--- src/rtl/aes_round_controller.sv ---
// aes_round_controller: iterative AES-128 sequencer; owns state/key registers, round counter and rcon,
// and drives an external combinational single-round datapath for rounds 1..10.
module aes_round_controller (
  input  logic         clk,
  input  logic         reset,
  input  logic         in_valid,
  output logic         in_ready,
  input  logic [127:0] in_data,
  input  logic [127:0] in_key,
  output logic         out_valid,
  input  logic         out_ready,
  output logic [127:0] out_data,
  output logic [127:0] rnd_state_out,
  output logic [127:0] rnd_key_out,
  output logic [7:0]   rnd_rcon,
  output logic         rnd_last,
  input  logic [127:0] rnd_state_in,
  input  logic [127:0] rnd_key_in,
  output logic         busy,
  output logic [3:0]   round
);
  typedef enum logic [1:0] {IDLE, ROUND, DONE} state_t;
  state_t state, next;
  logic [127:0] state_reg, key_reg;
  logic [3:0] rcnt;
  logic legal;
  assign legal = rcnt >= 4'd1 && rcnt <= 4'd10;
  always_ff @(posedge clk or posedge reset) begin
    if (reset) begin
      state     <= IDLE;
      state_reg <= '0;
      key_reg   <= '0;
      rcnt      <= '0;
    end else begin
      state <= next;
      if (state == IDLE && in_valid) begin
        state_reg <= in_data ^ in_key;
        key_reg   <= in_key;
        rcnt      <= 4'd1;
      end else if (state == ROUND && legal) begin
        state_reg <= rnd_state_in;
        key_reg   <= rnd_key_in;
        if (rcnt != 4'd10) rcnt <= rcnt + 4'd1;
      end
    end
  end
  always_comb begin
    next      = state;
    in_ready  = 1'b0;
    out_valid = 1'b0;
    busy      = 1'b0;
    case (state)
      IDLE: begin
        in_ready = 1'b1;
        next     = in_valid ? ROUND : IDLE;
      end
      ROUND: begin
        busy = 1'b1;
        next = !legal ? IDLE : rcnt == 4'd10 ? DONE : ROUND;
      end
      DONE: begin
        out_valid = 1'b1;
        next      = out_ready ? IDLE : DONE;
      end
      default: next = IDLE;
    endcase
  end
  // rcon doubles in GF(2^8) for rounds 1..8, then wraps through the reduction polynomial
  assign rnd_rcon      = !(busy && legal) ? 8'h00 :
                         rcnt == 4'd9     ? 8'h1b :
                         rcnt == 4'd10    ? 8'h36 : 8'h01 << (rcnt - 4'd1);
  assign rnd_last      = busy && rcnt == 4'd10;
  assign round         = busy ? rcnt : 4'd0;
  assign out_data      = state_reg;
  assign rnd_state_out = state_reg;
  assign rnd_key_out   = key_reg;
endmodule
--- config.mk ---
export PLATFORM = sky130hd
export DESIGN_NAME = aes_round_controller
export DESIGN_NICKNAME = d
export VERILOG_FILES = /design/src/rtl/aes_round_controller.sv
export SDC_FILE = /design/constraint.sdc
export NUM_CORES = 1
export LEC_CHECK = 0
export ABC_CLOCK_PERIOD_IN_PS = 11300
export CAP_MARGIN = 40
export CORE_AREA = 2 2 356 358
export CTS_CLUSTER_DIAMETER = 120
export DETAILED_ROUTE_END_ITERATION = 7
export DIE_AREA = 0 0 358 360
export DONT_BUFFER_PORTS = 1
export RECOVER_POWER = 100
export SYNTH_ARGS = -nofsm -noshare
export SYNTH_HDL_FRONTEND = slang
export SYNTH_SLANG_ARGS = --single-unit
--- constraint.sdc ---
create_clock -name clk -period 11.3 [get_ports clk]
set_clock_uncertainty 0.1 [all_clocks]
set_input_delay 1.695 -clock clk [delete_from_list [all_inputs] [get_ports clk]]
set_output_delay 1.695 -clock clk [all_outputs]
set_load 0.01 [all_outputs]
==> results_dict.tcl, run 1 <==
set metrics [dict create \
    slew_violations 728 \
    route.detailed.drc 0 \
    hpwl_um 72000 \
    p_comb_frac 0.370 \
    drt_wl_total_um 91570 \
    synthArstFlopShare 1.000 \
    ys_types 35 \
    groute.usage.overall 0.1325 \
    cts_setup_buffers 0 \
    synthesis.nets 2197 \
    cts_max_level 2 \
    yosysTopAreaCell "dfrtp_1" \
    hold_viol_final 0 \
    ys_warn_count 0 \
    p_leak_nw 5.612 \
    powerDensity_nw_per_um2 371.0 \
    crit_top_cell "clkbuf_1" \
    grt_pass1_wl_um 118000 \
    setup_violations 0 \
    initial_utilization 0.1200 \
    synth-seq-area-share 0.4372 \
    timing.fmax_ghz 0.1294 \
    ant_nets 0 \
    clock_sinks 262 \
    path_buf_inv 3 \
    slew_headroom -1.608 \
    status "finished with violations" \
    crit_path_max_fanout 85 \
    timing.max_cap.violations 12 \
    period_needed_ps 7729 \
    synth.top_cell.area_share 0.4372 \
    coreArea_um2 124900 \
    port_buffers 0 \
    vias 13870 \
    setup_tns_ps 0 \
    grt_max_degree 190 \
    drt_first_pass_iters 6 \
    cts_resized 0 \
    ir_worst_vdd_mv 0.2419 \
    critPathRequiredTime_ps 11650 \
    p_switching_mw 3.260 \
    die_h_um 360 \
    cpLargestDelayFamily "buffers and inverters" \
    rsz0062_at_grt "no" \
    cts_made_buffers 36 \
    cts_tree "yes" \
    cp-start-kind "flop" \
    ys.flop_type "dfrtp_1" \
    synth-edff-count 0 \
    arrival_ps 8080 \
    wl_per_cell_um 29.25 \
    clkTransAtPathRegs_ps 60 \
    cts_root_buffer "clkbuf_16" \
    io_pins 916 \
    path_class "flop to flop" \
    cts_max_path_buffers 3 \
    switching_share 0.5253 \
    clockPowerShare 0.193 \
    die_x_um 358 \
    ys_top_cells_by_area "dfrtp_1, a31oi_1, o21ai_0" \
    antenna_found_initial 32 \
    dieArea_um2 128900 \
    syn-cell-area_um2 15000 \
    period_share 0.6840 \
    cp_slowest_cell "clkbuf_1" \
    finalPower_mw 6.205 \
    clk_latency_ps 600 \
    p_int_mw 2.946 \
    cp_cell_sequence "nor2_1, clkbuf_1, and2_4, clkbuf_1, clkbuf_1, a31oi_1, a22oi_1" \
    syn_to_final_growth_pct 11.55 \
    seqPwrFrac 0.437 \
    grt_pass1_vias 12970 \
    drive_above_1_share 0.05133 \
    critPathCaptureType "flop" \
    worstMarginPinSlew_ps 3891 \
    final_util 0.1339 \
    synth-seq-cells 262 \
    num_rows 130 \
    hold_class "flop to flop" \
    violations "max-capacitance violations, max-slew violations" \
    avgSynthCellArea_um2 8.958 \
    synthCells 1674 \
    slowest_delay_ps 2810 \
    cts_hold_buf 0 \
    gr-total-overflow 0 \
    vias_per_cell 4.432 \
    gp_congestion 1.004 \
    fillers 14310 \
    whs_ps 494.6 \
    first_iter_violations 1593 \
    nets 1957 \
]
## power groups by stage
stage | Clock (mW) | Combinational (mW) | Sequential, mW
CTS | 1.24 | 2.27 | 2.75
global placement | 0 | 2.15 | 2.77
detailed placement | 0 | 2.27 | 2.76
floorplan | 0 | 2.29 | 1.96
finish | 1.20 | 2.30 | 2.71
global route | 1.28 | 2.54 | 2.79
## cells in the mapped netlist, types with 12 or more instances
cell type	instances
o21ai_0	264
dfrtp_1	262
a31oi_1	257
nor2_1	135
a21oi_1	133
xnor2_1	130
a22oi_1	128
buf_4	128
clkbuf_1	118
buf_6	24
buf_1	13
clkbuf_2	12
## kinds of logic after synthesis
| group | share of synthesized area |
|---|---|
| AND/OR/NAND/NOR | 0.05006 |
| flip-flops | 0.4372 |
| adder cells (fa/ha/maj) | 0.005840 |
| AO/OA/AOI/OAI | 0.3082 |
| XOR/XNOR | 0.07593 |
| buffers and inverters | 0.1227 |
## cell type report
cell class | count | area [um2] | share of cell area
sequential | 262 | 6556 | 0.3920
timing repair buffer | 24 | 200.2 | 0.01197
clock inverter | 17 | 216.5 | 0.01294
clock buffer | 48 | 996.0 | 0.05954
tap | 1650 | 2064 | 0.1234
inverter | 6 | 23.77 | 0.001421
antenna | 19 | 47.55 | 0.002842
multi-input combinational | 1104 | 6623 | 0.3959
## per-layer routing
metal	routed length, um	GRT usage	vias up
met5	78	0	-
met3	11710	0.06215	206
li1	-	-	5551
met2	38460	0.1928	1042
met4	4918	0.06407	10
met1	36400	0.1631	7064
## path summary, 6_finish.rpt
check | start | endpoint | slack [ps] | cells past startpoint
worst max-delay path | state[0] | out_data[120] | 3570 | 7
worst min-delay path | rnd_key_out[51] | rnd_key_out[51] | 490 | 2
worst max register to register | state[0] | out_data[120] | 3570 | 7
worst min register to register | rnd_key_out[51] | rnd_key_out[51] | 490 | 2
max in group asynchronous | reset | out_data[109] | 4810 | 2
min in group asynchronous | reset | out_data[44] | 2050 | 1
## layout by cell type, fill, tap and decap left out, types with 5 or more instances in the layout
cell type | Yosys | routed
clkbuf_1 | 118 | 19
buf_4 | 128 | 8
nor2_1 | 135 | 135
dfrtp_1 | 262 | 262
inv_1 | 6 | 5
a31oi_1 | 257 | 257
diode_2 | 0 | 19
nand2_1 | 10 | 10
a22oi_1 | 128 | 128
clkbuf_16 | 0 | 36
and2_0 | 0 | 5
nor2b_1 | 6 | 6
ha_1 | 7 | 7
clkinv_2 | 0 | 5
xnor2_1 | 130 | 130
clkbuf_8 | 0 | 5
a21oi_1 | 133 | 133
o21ai_0 | 264 | 264
## worst reg2reg max path, cell delays in order (launching register included)
cell      delay (ps)
dfrtp_1          390
nor2_1           100
clkbuf_1         600
and2_4           790
clkbuf_1        2120
clkbuf_1        2890
a31oi_1          250
a22oi_1          340
## per-stage QoR
step	worst slack, ps	cell area [um2]	instances
after global placement	6980	15470	3042
after detailed placement	6859	15550	3046
after CTS	6306	16760	3111
after global routing	3125	16690	3115
after floorplan	2293	15000	1674
final	3571	16730	3130
Power figures use the tool's default switching activity.
==> run 2: changes to the inputs <==
- ABC_CLOCK_PERIOD_IN_PS: 11300 -> 7600
- clock period: 11.3 -> 7.6 ns (I/O delays scaled with it)
==> run 2 against run 1 <==
The run still ends with max-capacitance violations, max-slew violations left. Power up 47%. Cell count down 0.54%. Register-to-register slack worse by 1500 ps. Die area unchanged. Highest routed layer unchanged.
==> results_dict.tcl, run 2 (synthesis gave the netlist of run 1 again) <==
set metrics [dict create \
    status "finished with violations" \
    violations "max-capacitance violations, max-slew violations" \
    layout_setup_ws_ps 2023 \
    path_buf_inv 2 \
    hpwl_um 68870 \
    cpLargestDelayFamily "buffers and inverters" \
    critPathCaptureType "flop" \
    cts_resized 0 \
    pre_cts_slack_ps 3768 \
    cp_cell_sequence "nor2_1, clkbuf_1, and2_4, clkbuf_2, a31oi_1, a21oi_1" \
    routed-wl-met3_um 11620 \
    slew_headroom -1.430 \
    cts_root_buffer "clkbuf_16" \
    finalPower_mw 9.120 \
    dieArea_um2 128900 \
    cts_max_path_buffers 3 \
    hold_viol_final 0 \
    gr-total-overflow 0 \
    clk_latency_ps 560 \
    period_needed_ps 5577 \
    vias_per_cell 4.355 \
    route.detailed.drc 0 \
    initial_utilization 0.1200 \
    die_x_um 358 \
    groute.usage.overall 0.1269 \
    vias 13560 \
    powerDensity_nw_per_um2 546.9 \
    slowest_delay_ps 2330 \
    drt_wl_total_um 87870 \
    setup_violations 0 \
    p_leak_nw 5.616 \
    period_share 0.7338 \
    cp-start-kind "flop" \
    clock_sinks 262 \
    drt_first_pass_iters 6 \
    cts_made_buffers 34 \
    grt_pass1_wl_um 113900 \
    path_class "flop to flop" \
    gp_congestion 0.9710 \
    highest_layer "met5" \
    port_buffers 0 \
    cts_tree "yes" \
    final_cell_mix "o21ai_0, dfrtp_1, a31oi_1, nor2_1, a21oi_1" \
    coreArea_um2 124900 \
    grt_pass1_vias 12920 \
    io_pins 916 \
    cp_slowest_cell "clkbuf_2" \
    syn_to_final_growth_pct 11.20 \
    layout_commonest_cell "o21ai_0" \
    antenna_found_initial 22 \
    cts_max_level 2 \
    dpl.cell_count 3045 \
    cts_setup_buffers 0 \
    timing.fmax_ghz 0.1793 \
    ant_nets 0 \
    timing.max_cap.violations 6 \
    layout.cells.non_filler 3113 \
    nets 1955 \
    grt_max_degree 178 \
    wl_per_cell_um 28.23 \
    met2_length_um 38240 \
    wl_met1_um 33620 \
    worstMarginPinSlew_ps 3644 \
    first_iter_violations 1525 \
    slew_violations 611 \
    die_h_um 360 \
    crit_path_max_fanout 164 \
    critPathRequiredTime_ps 7980 \
    hold_class "flop to flop" \
    rsz0062_at_grt "no" \
    arrival_ps 5960 \
    cts_hold_buf 0 \
    clkTransAtPathRegs_ps 60 \
    num_rows 130 \
    ir_worst_vdd_mv 0.2875 \
    drive_above_1_share 0.05575 \
    setup_tns_ps 0 \
]
run 2: routing by layer:
layer	vias to the layer above	global-route usage
met5	-	0.0007547
li1	5512	-
met4	12	0.05866
met2	984	0.1897
met1	6867	0.1474
met3	182	0.06875
run 2: metrics by stage:
step	cell area (um2)	utilization	hold slack (ps)
floorplan	15000	-	467.0
global placement	15530	0.1243	478.4
detailed placement	15610	0.1250	486.2
CTS	16740	0.1340	456.0
global route	16660	0.1334	516.8
finish	16670	0.1335	475.1
run 2: final timing paths:
kind | startpoint | end | slack (ps) | depth (start not counted)
max | state[0] | rnd_key_out[87] | 2020 | 6
min | out_data[127] | out_data[127] | 480 | 2
max reg2reg | state[0] | rnd_key_out[87] | 2020 | 6
min reg2reg | out_data[127] | out_data[127] | 480 | 2
max in group asynchronous | reset | rnd_key_out[20] | 2800 | 2
min in group asynchronous | reset | rnd_key_out[60] | 730 | 1
run 2: power by group:
| group | switching, mW | internal [mW] | total [mW] |
|---|---|---|---|
| clock | 0.690 | 1.01 | 1.70 |
| sequential | 1.88 | 2.14 | 4.02 |
| combinational | 2.19 | 1.21 | 3.40 |
| total | 4.76 | 4.36 | 9.12 |
run 2: worst min-delay path: cells and delay by family, from the launching register on:
| kind | cells | cell delay (ps) |
|---|---|---|
| DFF | 1 | 380 |
| AOI/OAI and AO/OA | 2 | 150 |
run 2: area by class of cell:
class                      count  area [um2]
fill                       14270      108200
multi-input combinational   1104        6640
sequential                   262        6556
tap                         1650        2064
clock buffer                  47       991.0
timing repair buffer          24       236.5
clock inverter                10       137.6
antenna                       10       25.02
inverter                       6       23.77
